<file path="config.mk">
export PLATFORM = sky130hd
export DESIGN_NAME = hazard_ctrl
export DESIGN_NICKNAME = d
export VERILOG_FILES = /design/src/rtl/hazard_ctrl.sv
export SDC_FILE = /design/constraint.sdc
export NUM_CORES = 1
export LEC_CHECK = 0
export ABC_AREA = 0
export BUFFER_PORTS_ARGS = -buffer_cell sky130_fd_sc_hd__buf_4
export CORE_MARGIN = 5
export CORE_UTILIZATION = 29
export CTS_CLUSTER_DIAMETER = 50
export CTS_CLUSTER_SIZE = 16
export DETAILED_ROUTE_END_ITERATION = 12
export GPL_TIMING_DRIVEN = 0
export MAX_ROUTING_LAYER = met4
export PLACE_DENSITY = 0.59
export SLEW_MARGIN = 20
export SYNTH_ARGS = -nofsm -noshare
export SYNTH_HDL_FRONTEND = slang
export SYNTH_SLANG_ARGS = --single-unit
</file>
<file path="constraint.sdc">
create_clock -name clk -period 2.9 [get_ports clk]
set_input_delay 0.58 -clock clk [delete_from_list [all_inputs] [get_ports clk]]
set_output_delay 0.58 -clock clk [all_outputs]
set_load 0.01 [all_outputs]
</file>
<file path="src/rtl/hazard_ctrl.sv">
// IF/ID and PC hazard controller: load-use stalls, multi-cycle execute stalls,
// memory-wait freezes and taken-branch flushes. Define HAZ_PERF_CNT_EN for stall/flush counters.
module hazard_ctrl #(
    parameter int MC_CYCLES = 4,
    parameter int REG_AW    = 5
) (
    input  logic              clk,
    input  logic              rst_n,
    input  logic [REG_AW-1:0] id_rs,
    input  logic [REG_AW-1:0] id_rt,
    input  logic              id_uses_rt,
    input  logic              ex_mem_read,
    input  logic [REG_AW-1:0] ex_rd,
    input  logic              id_mc_op,
    input  logic              ex_branch_taken,
    input  logic              mem_wait,
    output logic              pc_write,
    output logic              if_id_write,
    output logic              if_id_flush,
    output logic              id_ex_bubble,
`ifdef HAZ_PERF_CNT_EN
    output logic [31:0]       stall_cnt,
    output logic [31:0]       flush_cnt,
`endif
    output logic [1:0]        ctrl_state
);

    typedef enum logic [1:0] {
        RUN      = 2'd0,
        MC_STALL = 2'd1,
        FLUSH    = 2'd2
    } state_t;

    localparam logic [3:0] MC_INIT = 4'(MC_CYCLES - 1);

    state_t     state_q, state_d;
    logic [3:0] mc_cnt_q, mc_cnt_d;
    logic       load_use;

    always_comb begin
        load_use = ex_mem_read && (ex_rd != '0) &&
                   ((ex_rd == id_rs) || (id_uses_rt && (ex_rd == id_rt)));
    end

    // Priority: reset > mem_wait > branch > stall/flush state > load-use > mc issue.
    always_comb begin
        state_d      = state_q;
        mc_cnt_d     = mc_cnt_q;
        pc_write     = 1'b1;
        if_id_write  = 1'b1;
        if_id_flush  = 1'b0;
        id_ex_bubble = 1'b0;

        if (!rst_n) begin
            pc_write     = 1'b0;
            if_id_write  = 1'b0;
            if_id_flush  = 1'b1;
            id_ex_bubble = 1'b1;
            state_d      = RUN;
            mc_cnt_d     = '0;
        end else if (mem_wait) begin
            pc_write     = 1'b0;
            if_id_write  = 1'b0;
        end else if (ex_branch_taken) begin
            if_id_flush  = 1'b1;
            id_ex_bubble = 1'b1;
            state_d      = FLUSH;
            mc_cnt_d     = '0;
        end else begin
            case (state_q)
                MC_STALL: begin
                    pc_write     = 1'b0;
                    if_id_write  = 1'b0;
                    id_ex_bubble = 1'b1;
                    if (mc_cnt_q == '0) begin
                        state_d = RUN;
                    end else begin
                        mc_cnt_d = mc_cnt_q - 4'd1;
                    end
                end
                FLUSH: begin
                    if_id_flush = 1'b1;
                    state_d     = RUN;
                end
                RUN: begin
                    if (load_use) begin
                        pc_write     = 1'b0;
                        if_id_write  = 1'b0;
                        id_ex_bubble = 1'b1;
                    end else if (id_mc_op) begin
                        state_d  = MC_STALL;
                        mc_cnt_d = MC_INIT;
                    end
                end
                default: begin
                    state_d  = RUN;
                    mc_cnt_d = '0;
                end
            endcase
        end
    end

    always_ff @(posedge clk) begin
        if (!rst_n) begin
            state_q  <= RUN;
            mc_cnt_q <= '0;
        end else begin
            state_q  <= state_d;
            mc_cnt_q <= mc_cnt_d;
        end
    end

    assign ctrl_state = state_q;

`ifdef HAZ_PERF_CNT_EN
    logic [31:0] stall_cnt_q, stall_cnt_d;
    logic [31:0] flush_cnt_q, flush_cnt_d;

    always_comb begin
        stall_cnt_d = stall_cnt_q;
        flush_cnt_d = flush_cnt_q;
        if (!pc_write) begin
            stall_cnt_d = stall_cnt_q + 32'd1;
        end
        if (if_id_flush) begin
            flush_cnt_d = flush_cnt_q + 32'd1;
        end
    end

    always_ff @(posedge clk) begin
        if (!rst_n) begin
            stall_cnt_q <= '0;
            flush_cnt_q <= '0;
        end else begin
            stall_cnt_q <= stall_cnt_d;
            flush_cnt_q <= flush_cnt_d;
        end
    end

    assign stall_cnt = stall_cnt_q;
    assign flush_cnt = flush_cnt_q;
`endif

endmodule

</file>
=== Yosys cells after proc, flatten, opt, wreduce, memory -nomap -nowiden ===
Index checks and enable logic that the tools add are counted.

* Bits in registers: 6
* Bits of input ports: 22
* Output and inout bits: 6
* Logic and storage cells: 46

* Add/subtract/negate cells: 1
* Eq/ne operators: 9
* Muxes and demuxes: 24
* Bitwise gates (word level): 1
* Reductions and logical operators: 9

{| class="wikitable"
|+ Operator list
! kind !! count
|-
| 2-to-1 mux 4 bit || 4
|-
| 2-to-1 mux 1 bit || 12
|-
| inequality test 3 bit, second input constant || 4
|-
| one-hot mux 4 bit (3 select lines) || 1
|-
| == test 5 bit || 2
|-
| 2-to-1 mux 2 bit || 4
|-
| AND reduction 5 bit || 1
|-
| nonzero test 5 bit || 1
|-
| logical NOT 4 bit || 1
|-
| one-hot mux 1 bit (2 select lines) || 2
|-
| one-hot mux 2 bit (2 select lines) || 1
|-
| AND reduction 4 bit || 1
|-
| subtractor 4 x 1 -> 4 bit, second input constant || 1
|-
| logical AND 1 bit || 3
|-
| == test 2 x 1 -> 1 bit, second input constant || 1
|-
| == test 2 bit, second input constant || 1
|-
| logical NOT 2 bit || 1
|-
| inequality test 2 bit, second input constant || 1
|-
| logical OR 1 bit || 1
|-
| inverter 1 bit || 1
|}

=== Longest topological paths before layout ===
Gate-level depths: netlist (run 1).

* Word-level depth: 9
* Depth in mapped cells: 7
* Mapped depth without buffers: 7

=== Least setup slack after synthesis (run 1) ===
Ideal clock, no wire load.

* Path type: in2out
* Start point: in ex_rd[3]
* End point: out id_ex_bubble
* Arrival: 1.850 ns
* Required time: 2.320 ns
* Path slack: 0.470 ns
* Stages: 6
* Path buffers: 0
* Path through: xor2_1 -> nor4_1 -> nand3_1 -> a21oi_1 -> nor2_1 -> o311ai_0

* Word-level cells in the longest chain between the ends: 9
* Elaborated cells between the ends (all ways): 12
* Those cells by class: 2 x eq/ne; 5 x mux; 5 x reduce/logical

{| class="wikitable"
|+ RTL lines
! element !! RTL line !! RTL
|-
| start: declaration || 13 || <nowiki>input logic [REG_AW-1:0] ex_rd,</nowiki>
|-
| == test 5 bit || 42 || <nowiki>((ex_rd == id_rs) || (id_uses_rt && (ex_rd == id_rt)));</nowiki>
|-
| logical AND 1 bit || 42 ||
|-
| logical OR 1 bit || 42 ||
|-
| logical AND 1 bit * || 41 || <nowiki>load_use = ex_mem_read && (ex_rd != '0) &&</nowiki>
|-
| 2-to-1 mux 1 bit * || 86 || <nowiki>if (load_use) begin</nowiki>
|-
| one-hot mux 1 bit (2 select lines) * || 70 || <nowiki>case (state_q)</nowiki>
|-
| 2-to-1 mux 1 bit * || 64 || <nowiki>end else if (ex_branch_taken) begin</nowiki>
|-
| 2-to-1 mux 1 bit * || 61 || <nowiki>end else if (mem_wait) begin</nowiki>
|-
| 2-to-1 mux 1 bit * || 54 || <nowiki>if (!rst_n) begin</nowiki>
|-
| end: declaration || 20 || <nowiki>output logic id_ex_bubble,</nowiki>
|}

Every way passes the cells marked *; elsewhere a longest branch is shown, timed or not.

=== Worst setup path after layout (run 1) ===
* Start point: in ex_rd[3]
* End point: out pc_write

* Word-level cells in the longest chain between the ends: 9
* Elaborated cells between the ends (all ways): 12
* Those cells by class: 2 x eq/ne; 5 x mux; 5 x reduce/logical

{| class="wikitable"
|+ RTL lines
! element !! RTL line !! RTL
|-
| == test 5 bit || 42 ||
|-
| logical AND 1 bit || 42 ||
|-
| logical OR 1 bit || 42 ||
|-
| logical AND 1 bit * || 41 ||
|-
| 2-to-1 mux 1 bit * || 86 ||
|-
| one-hot mux 1 bit (2 select lines) * || 70 ||
|-
| 2-to-1 mux 1 bit * || 64 ||
|-
| 2-to-1 mux 1 bit * || 61 ||
|-
| 2-to-1 mux 1 bit * || 54 ||
|-
| end: declaration || 17 || <nowiki>output logic pc_write,</nowiki>
|}

Marks and branches as above.

==> results of run 1 <==
-- path summary, 6_finish.rpt --
path | end | slack, ns
setup / recovery | pc_write | 0.16
hold reg to reg | mc_cnt_q[3]$_SDFFE_PN0P_ | 0.54
setup reg to reg | mc_cnt_q[1]$_SDFFE_PN0P_ | 1.16
hold / removal | mc_cnt_q[3]$_SDFFE_PN0P_ | 0.54
-- layout make-up --
cell class	instances	area [um^2]
timing repair buffer	26	195
sequential	6	120
clock buffer	3	22.5
fill	185	946
buffer	3	15.0
tap	25	31.3
inverter	5	18.8
multi-input combinational	56	378
-- layout by cell type (no fill, tap or decap), types with 3 or more instances in the layout --
cell      Yosys  final
xor2_1        7      7
xnor2_1       3      3
buf_4         1     27
o21ai_0       5      5
nand3_1       4      4
clkbuf_4      0      3
nor3_1        3      3
a21oi_1       6      5
nor2_1        3      3
dfxtp_1       6      6
inv_1         5      5
nand2_1       4      4
-- worst max-delay path: stages --
cell and delay, ns:
buf_4 0.12, xor2_1 0.15, nor4_1 0.33, nand3_1 0.14, a21oi_2 0.19, nor2_1 0.07
o311a_1 0.31, buf_4 0.13, buf_4 0.13
-- logic make-up (layout without fill, tap and decap cells) --
family,after synthesis,after routing,share of synthesized area (%)
DFF,6,6,22.7
buffers and inverters,8,37,6.40
and+or+nand+nor,21,21,20.9
adders and majority gates,2,2,4.74
AOI/OAI and AO/OA,23,23,28.7
xor gates and xnor gates,10,10,16.6
-- registers in the layout, summed over array words and instances (netlist names) --
register    count
ctrl_state      2
mc_cnt_q        4
-- what timing repair did --
action,CTS,global route
hold buffers,0,0
gates resized for setup,0,1
endpoints found under the setup margin,0,1
-- routing by layer --
metal,up-vias,global-route usage (%),wire [um]
met5,-,-,0
met1,256,13.8,659
met3,2,1.71,72
met4,0,6.81,12
li1,318,-,-
met2,27,18.4,646
-- where the power goes --
group | internal, mW | total (mW) | switching [mW]
clock network | 0.0467 | 0.0751 | 0.0284
logic | 0.0469 | 0.0887 | 0.0418
registers | 0.0865 | 0.0905 | 0.00398
total | 0.180 | 0.254 | 0.0742
==> impl_metrics.yaml, run 1 <==
timing:
  clock_skew_ns: 0.00405
  grt_setup_unrepaired: "false"
  slew_headroom_pct: 74.0
  period_minus_slack_ns: 2.74
  finalHoldViolCount: 0
  setup_tns_ns: 0
  final_max_slew_viol_count: 0
  tightest_slew_ns: 0.388
  setup_viol: 0
  whs_ns: 0.544
  timing.final.crit_share_pct: 94.4
  fmax_ghz: 0.365
  setup_ws_ns: 0.162
floorplan:
  rows: 15
  initial_core_util_pct: 30.6
  fp.dieW_um: 52.7
  ios: 28
  core_um2: 1730
  die_area_um2: 2770
  die_h_um: 52.7
finish:
  layout-drive-gt1-share_pct: 33.3
  layout.cells.non_filler: 124
  final_nets: 125
  diodes: 0
  utilization_pct: 45.2
  syn2layout_area_growth_pct: 47.9
  finalInstanceArea_um2: 781
global_route:
  grt_overflow: 0
  antenna_found_initial: 0
  grt_start_max_net_pins: 10
  grt_pass1_wl_mm: 2.37
  grt_usage_pct: 11.6
  grt_pass1_vias: 621
detailed_routing:
  antenna_left: 0
  drtIter0Drc: 16
  vias_per_cell: 4.86
  firstDrtPassIters: 4
  drt_wl_total_mm: 1.39
  vias: 603
  drc: 0
  wl_per_cell_um: 11.2
worst_setup_path:
  worst_ep_required_time_ns: 2.32
  path_max_fanout: 3
  end_kind: "output pin"
  worst_ep_arrival_time_ns: 2.16
  startpoint: "ex_rd[3]"
  r2r_cells: 6
  rr_startpoint: "ctrl_state[1]$_SDFFE_PN0P_"
  crit_type: "in2out"
  cp-start-kind: "input pin"
hold_path:
  hold_class: "reg2reg"
  holdPathStages: 2
  worstHoldStart: "mc_cnt_q[3]$_SDFFE_PN0P_"
placed_design:
  dp_cells: 121
  place_hpwl_mm: 1.18
  place_area_um2: 754
  io_buffers: 26
  place_ws_ns: 0.0916
  gp_congestion: 0.841
synthesis:
  ys_seq_area_share_pct: 22.7
  synth.cells.most_frequent: "xor2_1 (7), a21oi_1 (6), dfxtp_1 (6)"
  synth_cell_types: 26
  synth_most_common_cell: "xor2_1"
  synth_area_leaders: "dfxtp_1 (23%), xor2_1 (12%), a21oi_1 (5.7%), xnor2_1 (5.0%), ha_1 (4.7%)"
  synth_top_area_share_pct: 22.7
  synth_area_per_cell_um2: 7.54
  syn_inst: 70
  synth_async_sr_flop_share_pct: 0
  yosysTopAreaCell: "dfxtp_1"
  synth-edff-count: 0
  ys.flop_type: "dfxtp_1"
  yosysWarnings: 0
  ys_ff_latch: 6
  synthesis.nets: 94
  syn_area_um2: 528
power:
  p_per_area_nw_per_um2: 326
  power.total_uw: 254
  total_leakage_power_nw: 0.324
  ir_drop_mv: 0.112
clocking:
  cts_tree: "done"
  path_clk_slew_ns: 0.05
  clock_path_buffers: 2
  cts_root_buf: "clkbuf_4"
  clk_latency_ns: 0.24
  cts_setup_buffers: 0
  h-tree-depth: 1
  cts_buffers: 3
  cts.sinks: 6
status:
  outcome: "complete, no violations"
job:
  maxCapViolCount: 0
Note: power is estimated with default switching activity, not from simulation.
==> run 2: changes to the inputs <==
--- a/config.mk
+++ b/config.mk
@@ -6,7 +6,7 @@
 export NUM_CORES = 1
 export LEC_CHECK = 0
 export ABC_AREA = 0
-export BUFFER_PORTS_ARGS = -buffer_cell sky130_fd_sc_hd__buf_4
+export BUFFER_PORTS_ARGS = -buffer_cell sky130_fd_sc_hd__buf_2
 export CORE_MARGIN = 5
 export CORE_UTILIZATION = 29
 export CTS_CLUSTER_DIAMETER = 50
==> run 2 against run 1 <==
Compared with the run above: sequential share of layout area increased by 1.4 points; power decreased by 4.6%; die area unchanged; combinational power decreased by 12%; clock power decreased by 0.8%; global-route usage decreased by 0.55 points; cell count unchanged; first-iteration DRC count decreased by 38%; utilization decreased by 3.8 points; wire length decreased by 3.0%; flip-flop and latch count unchanged.
==> impl_metrics.yaml, run 2 (same netlist as run 1, synthesis figures left out) <==
power:
  netSwitchingFraction_pct: 30.0
  comb_power_share_pct: 32.1
  p_switching_uw: 72.8
  ir_drop_mv: 0.128
  p_seq_share_pct: 37.2
  p_int_uw: 170
  clkPwrFrac_pct: 30.7
  total_leakage_power_nw: 0.304
  p_per_area_nw_per_um2: 339
timing:
  clock_skew_ns: 0.00239
  timing.final.crit_share_pct: 94.1
  finalHoldViolCount: 0
  tightest_slew_ns: 0.440
  setup_ws_ns: 0.170
  period_minus_slack_ns: 2.73
  setup_tns_ns: 0
  fmax_ghz: 0.366
  final_max_slew_viol_count: 0
  grt_setup_unrepaired: "false"
  setup_viol: 0
  slew_headroom_pct: 70.4
finish:
  final_common_cell: "buf_2"
  top_register: "mc_cnt_q"
  largest_register_ffs: 4
  final_nets: 125
  utilization_pct: 41.4
  syn2layout_area_growth_pct: 35.5
  layout-drive-gt1-share_pct: 33.3
  final_cell_mix: "buf_2 (26), xor2_1 (7), dfxtp_1 (6)"
  diodes: 0
  regArea_um2: 120
  multi_input_area_um2: 378
  finalInstanceArea_um2: 716
  nFillCells: 189
  layout.cells.non_filler: 124
hold_path:
  worstHoldStart: "mc_cnt_q[3]$_SDFFE_PN0P_"
  hold_class: "reg2reg"
  holdPathStages: 2
  worstHoldEndpoint: "mc_cnt_q[3]$_SDFFE_PN0P_"
floorplan:
  ios: 28
  die_h_um: 52.7
  core_um2: 1730
  die_area_um2: 2770
  initial_core_util_pct: 30.6
  fp.dieW_um: 52.7
  rows: 15
placed_design:
  place_hpwl_mm: 1.14
  place_area_um2: 689
  place_ws_ns: 0.109
  io_buffers: 26
  dp_cells: 121
  gp_congestion: 0.850
worst_setup_path:
  path_max_fanout: 3
  worst_ep_required_time_ns: 2.32
  worst_ep_arrival_time_ns: 2.15
  r2r_end: "mc_cnt_q[2]$_SDFFE_PN0P_"
  startpoint: "ex_rd[3]"
  crit_type: "in2out"
  rr_startpoint: "ctrl_state[0]$_SDFFE_PN0P_"
  r2r_cells: 6
  cp-start-kind: "input pin"
  r2r_setup_slack_ns: 1.16
  end_kind: "output pin"
detailed_routing:
  drc: 0
  wl_per_cell_um: 10.9
  drt_wl_total_mm: 1.35
  antenna_left: 0
  vias_per_cell: 4.92
  vias: 610
  firstDrtPassIters: 4
  drtIter0Drc: 10
global_route:
  grt_pass1_wl_mm: 2.26
  grt_usage_pct: 11.1
  grt_pass1_vias: 592
  grt_start_max_net_pins: 10
  grt_overflow: 0
  antenna_found_initial: 0
clocking:
  path_clk_slew_ns: 0.04
  cts_tree: "done"
  h-tree-depth: 1
  clk_latency_ns: 0.24
  cts.sinks: 6
  clock_path_buffers: 2
  cts_root_buf: "clkbuf_4"
  cts_buffers: 3
status:
  outcome: "complete, no violations"
job:
  maxCapViolCount: 0
## run 2: cell counts in the layout (fill, tap and decap cells not counted)
Identical to the previous run, type by type.
## run 2: per-stage QoR
| step | hold WS [ns] | power (mW) |
|---|---|---|
| after detailed placement | 0.531 | 0.169 |
| after global routing | 0.585 | 0.262 |
| final | 0.547 | 0.243 |
| after CTS | 0.538 | 0.248 |
| after floorplan | 0.503 | 0.138 |
| after global placement | 0.528 | 0.169 |
## run 2: per-layer routing
metal	wire length [um]	global-route usage, %
met2	618	17.6
met5	0	-
met4	12	7.66
met3	100	0
met1	617	13.6
## run 2: power groups by stage
stage,logic (mW),registers (mW),clock network (mW)
floorplan,0.0467,0.0912,0
global placement,0.0771,0.0918,0
detailed placement,0.0780,0.0913,0
CTS,0.0781,0.0901,0.0798
global route,0.0883,0.0906,0.0830
finish,0.0780,0.0902,0.0745
## run 2: how the worst max path moves through the flow
stage          cells after the start      endpoint  slack (ns)
2_1_floorplan                      6  id_ex_bubble        0.47
3_3_place_gp                       9      pc_write        0.12
3_5_place_dp                       9      pc_write        0.11
4_1_cts                            9      pc_write         0.1
5_1_grt                            9      pc_write        0.03
6_report                           9      pc_write        0.17
## run 2: what timing repair did
action	4_1_cts	5_1_grt
gates resized for setup	0	1
buffers inserted	0	0
hold buffers	0	0
endpoints found under the setup margin	0	1
## run 2: layout make-up
cell class                      instances  share of cell area, %
Buffer                                  3                   2.10
Timing Repair Buffer                   26                   18.2
Inverter                                5                   2.62
Multi-Input combinational cell         56                   52.8
Clock buffer                            3                   3.15
Tap cell                               25                   4.37
Sequential cell                         6                   16.8
## run 2: critical path: stages
cell     delay (ns)
buf_2          0.12
xor2_1         0.15
nor4_1         0.34
nand3_1        0.14
a21oi_2        0.19
nor2_1         0.07
o311a_1        0.30
buf_4          0.13
buf_2          0.13
